## src/rtl/dmem_arbiter.sv

```systemverilog
// Two-port (core / DMA) arbiter in front of a single-port data memory.
// Core has priority; a starvation counter briefly hands priority to DMA.
module dmem_arbiter #(
   parameter int unsigned STARVE_LIMIT = 4
) (
   input  logic        clk,
   input  logic        rst_n,

   input  logic        core_req_valid,
   output logic        core_req_ready,
   input  logic        core_we,
   input  logic [31:0] core_addr,
   input  logic [31:0] core_wdata,
   input  logic [3:0]  core_be,
   output logic        core_rsp_valid,
   output logic [31:0] core_rdata,

   input  logic        dma_req_valid,
   output logic        dma_req_ready,
   input  logic        dma_we,
   input  logic [31:0] dma_addr,
   input  logic [31:0] dma_wdata,
   input  logic [3:0]  dma_be,
   output logic        dma_rsp_valid,
   output logic [31:0] dma_rdata,

   output logic        mem_en,
   output logic        mem_we,
   output logic [31:0] mem_addr,
   output logic [31:0] mem_wdata,
   output logic [3:0]  mem_be,
   input  logic [31:0] mem_rdata
);

   localparam logic [3:0] LIMIT = 4'(STARVE_LIMIT);

   typedef enum logic {PRIO_CORE, PRIO_DMA} prio_t;
   typedef enum logic [1:0] {OWN_NONE, OWN_CORE, OWN_DMA} owner_t;

   prio_t      state, state_next;
   owner_t     rsp_owner;
   logic       rsp_read;
   logic [3:0] starve_cnt, starve_next;

   // Grant is purely combinational; gated by rst_n so nothing is granted in reset.
   always_comb begin
      core_req_ready = 1'b0;
      dma_req_ready  = 1'b0;
      if (rst_n) begin
         if (state == PRIO_DMA) begin
            if (dma_req_valid)       dma_req_ready  = 1'b1;
            else if (core_req_valid) core_req_ready = 1'b1;
         end else begin
            if (core_req_valid)      core_req_ready = 1'b1;
            else if (dma_req_valid)  dma_req_ready  = 1'b1;
         end
      end
   end

   always_comb begin
      mem_en    = core_req_ready | dma_req_ready;
      mem_we    = 1'b0;
      mem_addr  = '0;
      mem_wdata = '0;
      mem_be    = '0;
      if (core_req_ready) begin
         mem_we    = core_we;
         mem_addr  = core_addr;
         mem_wdata = core_wdata;
         mem_be    = core_be;
      end else if (dma_req_ready) begin
         mem_we    = dma_we;
         mem_addr  = dma_addr;
         mem_wdata = dma_wdata;
         mem_be    = dma_be;
      end
   end

   // State flips in the same edge the counter saturates, so DMA wins the very next cycle.
   always_comb begin
      starve_next = starve_cnt;
      if (!dma_req_valid || dma_req_ready)
         starve_next = '0;
      else if (starve_cnt < LIMIT)
         starve_next = starve_cnt + 4'd1;

      state_next = state;
      case (state)
         PRIO_CORE: if (starve_next == LIMIT) state_next = PRIO_DMA;
         PRIO_DMA:  if (dma_req_ready || !dma_req_valid) state_next = PRIO_CORE;
         default:   state_next = PRIO_CORE;
      endcase
   end

   always_ff @(posedge clk or negedge rst_n) begin
      if (!rst_n) begin
         state      <= PRIO_CORE;
         starve_cnt <= '0;
         rsp_owner  <= OWN_NONE;
         rsp_read   <= 1'b0;
      end else begin
         state      <= state_next;
         starve_cnt <= starve_next;
         rsp_read   <= mem_en & ~mem_we;
         if (core_req_ready)     rsp_owner <= OWN_CORE;
         else if (dma_req_ready) rsp_owner <= OWN_DMA;
         else                    rsp_owner <= OWN_NONE;
      end
   end

   always_comb begin
      core_rsp_valid = (rsp_owner == OWN_CORE);
      dma_rsp_valid  = (rsp_owner == OWN_DMA);
      core_rdata     = (core_rsp_valid && rsp_read) ? mem_rdata : '0;
      dma_rdata      = (dma_rsp_valid  && rsp_read) ? mem_rdata : '0;
   end

endmodule

```

## config.mk

```make
export PLATFORM = sky130hd
export DESIGN_NAME = dmem_arbiter
export DESIGN_NICKNAME = d
export VERILOG_FILES = /design/src/rtl/dmem_arbiter.sv
export SDC_FILE = /design/constraint.sdc
export NUM_CORES = 1
export LEC_CHECK = 0
export ABC_AREA = 1
export BUFFER_PORTS_ARGS = -buffer_cell sky130_fd_sc_hd__buf_2
export CORE_AREA = 2 2 119 121
export DETAILED_ROUTE_END_ITERATION = 7
export DIE_AREA = 0 0 121 123
export SETUP_SLACK_MARGIN = 0.2
export SLEW_MARGIN = 20
export SYNTH_ARGS = -nofsm -noshare
export SYNTH_HDL_FRONTEND = slang
export SYNTH_SLANG_ARGS = --single-unit
```

## constraint.sdc

```tcl
create_clock -name clk -period 3.3 [get_ports clk]
set_input_delay 0.66 -clock clk [delete_from_list [all_inputs] [get_ports clk]]
set_output_delay 0.66 -clock clk [all_outputs]
set_load 0.05 [all_outputs]
```

==> results of run 1 <==
[worst max-delay path, stage by stage]
cell	delay, ns
buf_2	0.22
nand3_1	0.16
inv_2	0.22
buf_12	0.27
a22o_1	0.20
buf_2	0.27
[through the flow]
step,hold WS [ns],utilization [%]
floorplan,0.3644,-
global placement,0.5215,23.38
detailed placement,0.5231,23.38
CTS,0.2848,23.94
global route,0.2888,23.94
finish,0.2834,23.94
[power by group through the flow]
stage               combinational, mW  clock, mW  sequential (mW)
floorplan                       0.394          0            0.110
finish                          0.583      0.200            0.111
global route                    0.619      0.212            0.112
global placement                0.584          0            0.112
detailed placement              0.584          0            0.112
CTS                             0.586      0.205            0.111
[metal layers]
| layer | GRT usage (%) | up-vias |
|---|---|---|
| li1 | - | 1390 |
| met1 | 12.02 | 1180 |
| met2 | 17.24 | 179 |
| met3 | 1.384 | 2 |
| met4 | 1.163 | 0 |
| met5 | 0 | - |
[layout by cell type (no fill, tap or decap)]
master     instances
nand2_1           17
nand3_1            3
ha_1               1
a22o_1            68
buf_12             2
buf_2            311
inv_2              1
inv_1             42
nor2_1            70
dfrtp_1            8
o21ai_0            2
a21oi_1            3
xor2_1             1
a21oi_4            1
clkbuf_16          3
[sequential cells by signal, summed over array words and instances (netlist names)]
| register | flops |
|---|---|
| rsp_read | 1 |
| state | 1 |
| rsp_owner | 2 |
| starve_cnt | 4 |
[cell families (layout without fill, tap and decap cells)]
| kind of cell | Yosys count | after routing | share of synthesized area [%] |
|---|---|---|---|
| and+or+nand+nor | 90 | 90 | 22.86 |
| AOI/OAI and AO/OA | 74 | 74 | 42.63 |
| buffers and inverters | 63 | 359 | 19.68 |
| DFF | 8 | 8 | 13.40 |
| adders and majority gates | 1 | 1 | 0.8374 |
| xor gates and xnor gates | 1 | 1 | 0.5864 |
[worst max-delay path by stage]
stage	end	slack, ns	cells after the start
global route	core_rdata[17]	0.41	5
floorplan	core_rdata[10]	0.43	4
finish	mem_addr[11]	0.60	6
CTS	core_rdata[17]	0.56	5
global placement	mem_addr[31]	0.58	6
detailed placement	mem_addr[11]	0.59	6
[final cells by class]
class	instances	area, µm²
multi-input combinational	166	999.7
sequential	8	200.2
clock buffer	3	75.07
fill	1515	10350
tap	180	225.2
inverter	43	161.4
timing repair buffer	313	1597
==> impl_metrics.py, run 1 <==
metrics = {
    "power_and_ir_drop": {
        "p_int_uw": 440.8,
        "peakVddDrop_v": 0.0002346,
        "p_leak_nw": 2.271,
        "comb_power_share_pct": 65.2,
        "power_uw": 894.0,
        "swShare_pct": 50.69,
        "seqPwrFrac_pct": 12.4,
        "power_switching_uw": 453.2,
        "p_per_area_nw_per_um2": 274.4,
        "pwr-share-clk_pct": 22.4,
    },
    "critical_path": {
        "startpoint_type": "input port",
        "critPathMaxFanout": 60,
        "worstSetupStartpoint": "rst_n",
        "endpoint_kind": "primary output",
        "required_ns": 2.64,
        "r2r_end": "state",
        "r2r_cells": 7,
        "cp.arrival_ns": 2.04,
        "r2r_start": "state",
        "criticalPathCategory": "input port to primary output",
        "r2r_slack_ns": 1.91,
    },
    "cells_and_area": {
        "syn2layout_area_growth_pct": 118.1,
        "n_antenna_cell": 0,
        "final_nets": 710,
        "design_area_um2": 3258,
        "finalNonFillerCells": 713,
        "layout-drive-gt1-share_pct": 59.66,
    },
    "drt": {
        "ant_nets": 0,
        "wire_per_inst_um": 12.11,
        "highest_layer": "met4",
        "viasPerCell": 3.858,
        "route.detailed.drc": 0,
        "wl_met3_um": 846,
        "wl_met2_um": 4348,
        "wirelength_um": 8636,
        "wl_met1_um": 3418,
        "drtIter0Drc": 103,
        "vias": 2751,
        "dr.pass1.iters": 4,
    },
    "timing": {
        "fmax_mhz": 370.7,
        "worst_slew_pin_slew_ns": 1.027,
        "min_period_over_period_pct": 81.75,
        "totalNegativeSetupSlack_ns": 0,
        "fin_skew_ns": 0.001678,
        "hold_viol": 0,
        "final.min_clock_period_ns": 2.698,
        "slew_headroom_pct": 31.37,
        "layout_setup_ws_ns": 0.6024,
        "slew_viol_final": 0,
        "finalSetupViolCount": 0,
        "rsz0062_at_grt": "false",
    },
    "clock_tree": {
        "cts.sinks": 8,
        "cts_made_buffers": 3,
        "cts_setup_buffers": 0,
        "cts_buffer_depth": 2,
        "clk_latency_ns": 0.23,
        "cts_root_buf": "clkbuf_16",
        "post_cts_resized": 0,
        "cts_max_level": 1,
        "cts_tree": "done",
        "clkTransAtPathRegs_ns": 0.04,
        "hold_buffers": 0,
    },
    "yosys": {
        "synthTopCellsByArea": "a22o_1, nor2_1, dfrtp_1",
        "ys_ff_latch": 8,
        "netlist_instances": 237,
        "ys_warn_count": 0,
        "synth_top_area_share_pct": 39.87,
        "synth-async-reset-ratio_pct": 100.0,
        "seq_area_frac_synth_pct": 13.40,
        "yosysMostFrequentCell": "nor2_1",
        "synth_edf_count": 0,
        "synth_largest_area_cell": "a22o_1",
        "synth_nets": 412,
        "netlist-cell-type-count": 16,
        "syn_area_per_cell_um2": 6.304,
        "mappedNetlistArea_um2": 1494,
        "yosys_most_used_dff": "dfrtp_1",
        "synthTopCellsByCount": "nor2_1, a22o_1, inv_1, nand2_1, dfrtp_1",
    },
    "grt": {
        "grt_max_degree": 72,
        "antenna_found_initial": 0,
        "track_usage_pct": 9.428,
        "grt_pass1_vias": 2312,
        "grt_remaining_overflow": 0,
        "grt_pass1_wl_um": 11400,
    },
    "outcome": {
        "status": "complete, no violations",
    },
    "place": {
        "routabilityCongestion": 0.7288,
        "place_area_um2": 3183,
        "dp_hpwl_um": 7317,
        "io_buffers": 311,
        "place_ws_ns": 0.5933,
        "numPlacedInstances": 710,
    },
    "floorplanning": {
        "core_area_um2": 13610,
        "io_pins": 312,
        "fp-row-count": 43,
        "die_h_um": 123,
        "die_w_um": 121,
        "start_util_pct": 10.98,
        "dieArea_um2": 14880,
    },
    "min_path": {
        "hold_path_class": "input port to async pin",
    },
    "run": {
        "maxCapViolations": 0,
    },
}
(Power assumes the default switching activity.)
==> inputs of run 2 (changes only) <==
CORE_AREA = 2 2 120 122   (was 2 2 119 121)
DIE_AREA = 0 0 122 124   (was 0 0 121 123)
clock period = 2.8 ns   (was 3.3 ns; I/O delays follow)
==> run 2 against run 1 <==
Sequential power grew 17%. First-iteration DRC count grew 12%. Total power up 21%. Count of clock-buffer cells in the layout stayed put. Clock skew increased by 0.0022 ns. Register-to-register slack lost 0.49 ns. Final area up 4.4%. Combinational power grew 23%.
==> impl_metrics.py, run 2 (same netlist as run 1, synthesis figures left out) <==
metrics = {
    "clock_tree": {
        "cts_max_level": 1,
        "cts.sinks": 8,
        "clkTransAtPathRegs_ns": 0.04,
        "cts_setup_buffers": 0,
        "post_cts_resized": 0,
        "cts_made_buffers": 3,
        "cts_buffer_depth": 2,
        "clk_latency_ns": 0.23,
        "cts_root_buf": "clkbuf_16",
        "hold_buffers": 0,
        "cts_tree": "done",
    },
    "grt": {
        "antenna_found_initial": 1,
        "grt_pass1_wl_um": 11410,
        "grt_pass1_vias": 2252,
        "grt_max_degree": 58,
        "track_usage_pct": 9.490,
        "grt_remaining_overflow": 0,
    },
    "critical_path": {
        "worst-path-buf-inv": 3,
        "critPathMaxStageDelay_ns": 0.28,
        "r2r_end": "rsp_read",
        "r2r_start": "state",
        "r2r_cells": 7,
        "cpLargestDelayFamily": "buffers and inverters",
        "crit_top_cell": "buf_2",
        "critPathSlowestCell": "buf_2",
        "endpoint_kind": "primary output",
        "startpoint_type": "input port",
        "critPathMaxFanout": 57,
        "path_cells": "buf_2, nand2_1, a21oi_4, buf_12, a22o_1, buf_2",
        "required_ns": 2.24,
        "r2r_slack_ns": 1.42,
        "criticalPathCategory": "input port to primary output",
        "cp.arrival_ns": 1.76,
    },
    "place": {
        "dp_hpwl_um": 7721,
        "place_ws_ns": 0.5149,
        "io_buffers": 311,
        "routabilityCongestion": 0.7703,
    },
    "timing": {
        "slew_headroom_pct": 78.26,
        "totalNegativeSetupSlack_ns": 0,
        "rsz0062_at_grt": "false",
        "final.min_clock_period_ns": 2.320,
        "fin_skew_ns": 0.003916,
        "fmax_mhz": 431.1,
        "layout_setup_ws_ns": 0.4803,
        "hold_viol": 0,
        "min_period_over_period_pct": 82.85,
        "finalSetupViolCount": 0,
        "holdWs_ns": 0.2687,
        "slew_viol_final": 0,
        "worst_slew_pin_slew_ns": 0.3261,
    },
    "drt": {
        "dr.pass1.iters": 4,
        "viasPerCell": 3.919,
        "wire_per_inst_um": 12.44,
        "drtIter0Drc": 115,
        "wirelength_um": 8931,
        "ant_nets": 0,
        "route.detailed.drc": 0,
        "vias": 2814,
    },
    "floorplanning": {
        "die_w_um": 122,
        "start_util_pct": 10.89,
        "dieArea_um2": 15130,
        "io_pins": 312,
        "die_h_um": 124,
        "core_area_um2": 13720,
        "fp-row-count": 43,
    },
    "power_and_ir_drop": {
        "peakVddDrop_v": 0.0001832,
        "p_leak_nw": 2.320,
        "p_per_area_nw_per_um2": 318.1,
        "power_mw": 1.082,
    },
    "cells_and_area": {
        "final_cell_mix": "buf_2, nor2_1, a22o_1",
        "layout-drive-gt1-share_pct": 60.04,
        "top_register": "starve_cnt",
        "final_nets": 715,
        "nFillCells": 1562,
        "reg_top3": "starve_cnt x4, rsp_owner x2",
        "syn2layout_area_growth_pct": 127.6,
        "largest_reg_flops": 4,
        "layout_commonest_cell": "buf_2",
        "post-route-util_pct": 24.79,
        "n_antenna_cell": 0,
    },
    "min_path": {
        "hold_path_class": "input port to async pin",
    },
    "outcome": {
        "status": "complete, no violations",
    },
    "run": {
        "maxCapViolations": 0,
    },
}
run 2: cell count changes in the layout (fill, tap and decap cells not counted), sizes merged:
cell,before,now
buf,313,318
run 2: how the worst max path moves through the flow:
stage	from	to	slack, ns	depth (start not counted)
after floorplan	rsp_owner[1]	core_rdata[10]	0.03	4
after global placement	dma_req_valid	mem_be[1]	0.49	7
after detailed placement	dma_req_valid	mem_be[1]	0.51	7
after CTS	dma_req_valid	mem_be[1]	0.50	7
after global routing	dma_req_valid	mem_be[1]	0.43	6
final	dma_req_valid	mem_be[1]	0.48	6
run 2: area by class of cell:
type	instances	area [µm²]	area share (%)
Multi-Input combinational cell	166	999.7	29.40
Clock buffer	3	75.07	2.208
Tap cell	180	225.2	6.623
Timing Repair Buffer	318	1739	51.14
Sequential cell	8	200.2	5.887
Inverter	43	161.4	4.746
run 2: per-layer routing:
| metal | vias to the layer above | share of wire, % | global-route usage [%] |
|---|---|---|---|
| met3 | 2 | 11 | 1.511 |
| met5 | - | 0 | 0 |
| met1 | 1232 | 37 | 11.24 |
| met4 | 0 | 0.30 | 0.8621 |
| li1 | 1397 | - | - |
| met2 | 183 | 52 | 18.51 |
run 2: metrics by stage:
stage                     area, µm²  std cells
after floorplan                1494        237
after global placement         3326        715
after detailed placement       3326        715
after CTS                      3401        718
after global routing           3401        718
final                          3401        718
run 2: power breakdown:
part	leakage, nW	internal (mW)	switching, mW	total [mW]
logic	2.18	0.235	0.483	0.718
registers	0.107	0.125	0.00516	0.130
clock network	0.0370	0.184	0.0500	0.234
==> inputs of run 3 (changes only) <==
CORE_AREA = 2 2 121 123   (was 2 2 120 122)
DIE_AREA = 0 0 123 125   (was 0 0 122 124)
clock period = 1.9 ns   (was 2.8 ns; I/O delays follow)
==> run 3 against run 2 <==
The run now ends with negative setup slack left. Die area is 1.6% higher. Global-route usage grew 5.7 points. Total power rose by 100%. Via count increased by 13%. Sequential cell count unchanged. Non-clock buffer count grew 44. Critical endpoint is now mem_addr[30]. Largest cell class unchanged.
==> impl_metrics.py, run 3 (same netlist as run 1, synthesis figures left out) <==
metrics = {
    "outcome": {
        "status": "complete, but fails checks",
        "violations": "negative setup slack",
    },
    "grt": {
        "grt_max_degree": 26,
        "grt_remaining_overflow": 0,
        "antenna_found_initial": 1,
        "grt_pass1_wl_um": 18040,
        "track_usage_pct": 15.24,
        "grt_pass1_vias": 3239,
    },
    "floorplanning": {
        "die_w_um": 123,
        "fp-row-count": 44,
        "core_area_um2": 14200,
        "die_h_um": 125,
        "start_util_pct": 10.52,
        "io_pins": 312,
        "dieArea_um2": 15380,
    },
    "drt": {
        "wire_per_inst_um": 17.46,
        "wirelength_um": 13400,
        "route.detailed.drc": 0,
        "vias": 3171,
        "viasPerCell": 4.134,
        "ant_nets": 0,
        "dr.pass1.iters": 4,
        "drtIter0Drc": 47,
    },
    "min_path": {
        "hold_path_class": "input port to async pin",
    },
    "timing": {
        "worst_slew_pin_slew_ns": 0.3276,
        "hold_viol": 0,
        "fin_skew_ns": 0.0004716,
        "final.min_clock_period_ns": 1.948,
        "min_period_over_period_pct": 102.5,
        "slew_viol_final": 0,
        "rsz0062_at_grt": "true",
        "finalSetupViolCount": 56,
        "layout_setup_ws_ns": -0.04799,
        "slew_headroom_pct": 78.16,
        "fmax_mhz": 513.4,
    },
    "power_and_ir_drop": {
        "p_leak_nw": 3.026,
        "peakVddDrop_v": 0.0002484,
        "p_per_area_nw_per_um2": 359.2,
    },
    "cells_and_area": {
        "design_area_um2": 6012,
        "syn2layout_area_growth_pct": 302.4,
        "largest_reg_flops": 4,
        "reg_top3": "starve_cnt x4, rsp_owner x2",
        "layout_commonest_cell": "buf_2",
        "final_cell_mix": "buf_2, buf_8, nor2_4",
        "layout-drive-gt1-share_pct": 87.63,
        "top_register": "starve_cnt",
        "post-route-util_pct": 42.33,
        "final_nets": 759,
    },
    "clock_tree": {
        "clk_latency_ns": 0.23,
        "cts_max_level": 1,
        "hold_buffers": 0,
        "cts_tree": "done",
        "cts_made_buffers": 3,
        "cts.sinks": 8,
        "clkTransAtPathRegs_ns": 0.04,
        "cts_root_buf": "clkbuf_16",
        "cts_buffer_depth": 2,
    },
    "critical_path": {
        "path_cells": "inv_2, a21oi_4, buf_12, clkbuf_16, a22o_2, buf_8",
        "cp.arrival_ns": 1.57,
        "criticalPathCategory": "flop to primary output",
        "critPathMaxFanout": 13,
        "critPathSlowestCell": "dfrtp_1",
        "startpoint_type": "flop",
        "critPathMaxStageDelay_ns": 0.40,
        "endpoint_kind": "primary output",
        "required_ns": 1.52,
    },
    "place": {
        "io_buffers": 311,
        "dp_hpwl_um": 9465,
        "place_area_um2": 4114,
        "routabilityCongestion": 0.7799,
    },
    "run": {
        "maxCapViolations": 0,
    },
}
==> run 3: changes by cell type in the layout (fill, tap and decap cells not counted), moves of 13 or more <==
| cell | delta |
|---|---|
| buf_6 | +55 |
| a22o_2 | +47 |
| a22o_4 | +21 |
| buf_8 | +85 |
| a22o_1 | -68 |
| nor2_1 | -66 |
| buf_2 | -129 |
| nor2_4 | +66 |
| buf_12 | +13 |
==> run 3: timing repair <==
| action | CTS | global route |
|---|---|---|
| setup buffers | 13 | 5 |
| cloned | 5 | 3 |
| endpoints found under the hold margin | 0 | 0 |
| gates resized for setup | 349 | 58 |
| pin swaps | 7 | 5 |
| endpoints found under the setup margin | 134 | 136 |
==> run 3: cell type report <==
class                      instances  area (µm²)
fill                            1346        8192
antenna                            1       2.502
timing repair buffer             362        3535
clock buffer                       3       75.07
tap                              184       230.2
inverter                          43       168.9
sequential                         8       200.2
multi-input combinational        166        1800
==> run 3: metrics by stage <==
step	hold slack (ns)	worst slack (ns)	TNS (ns)	std cells	power (mW)
4_1_cts	0.09435	-0.05320	-1.487	758	2.097
5_1_grt	0.1434	-0.09386	-4.824	767	2.237
3_3_place_gp	0.3194	-0.04016	-0.1812	737	1.412
3_5_place_dp	0.3255	-0.03885	-0.1993	737	1.415
6_report	0.1200	-0.04799	-1.248	767	2.159
2_1_floorplan	0.08441	0.1196	0	237	0.9967
==> run 3: critical path: cells and delay by family, from the launching register on <==
family / cells / cell delay, ns
AO/OA/AOI/OAI: 2 / 0.34
buffers and inverters: 4 / 0.57
flip-flops: 1 / 0.40
==> run 3: path summary, 6_finish.rpt <==
| kind | from | end | slack, ns | depth (start not counted) |
|---|---|---|---|---|
| max | state | mem_addr[30] | -0.05 | 6 |
| max in group asynchronous | rst_n | rsp_owner[0] | 1.65 | 2 |
| min in group clk | core_req_valid | rsp_owner[1] | 0.46 | 2 |
| min | rst_n | starve_cnt[2] | 0.12 | 2 |
| min reg2reg | starve_cnt[3] | starve_cnt[3] | 0.56 | 2 |
| max reg2reg | state | rsp_read | 0.48 | 9 |
==> run 3: per-layer routing <==
| layer | up-vias | GRT usage, % | wire, µm | part of all wire (%) |
|---|---|---|---|---|
| met2 | 214 | 30.74 | 7370 | 55 |
| met1 | 1449 | 16.37 | 4712 | 35 |
| met4 | 0 | 1.939 | 125 | 0.93 |
| met5 | - | 0 | 0 | 0 |
| met3 | 11 | 2.783 | 1186 | 8.9 |
| li1 | 1497 | - | - | - |
==> run 3: power by group <==
group	switching, mW	internal [mW]	total (mW)
Combinational	0.903	0.708	1.61
Clock	0.0787	0.271	0.350
Sequential	0.0151	0.184	0.199
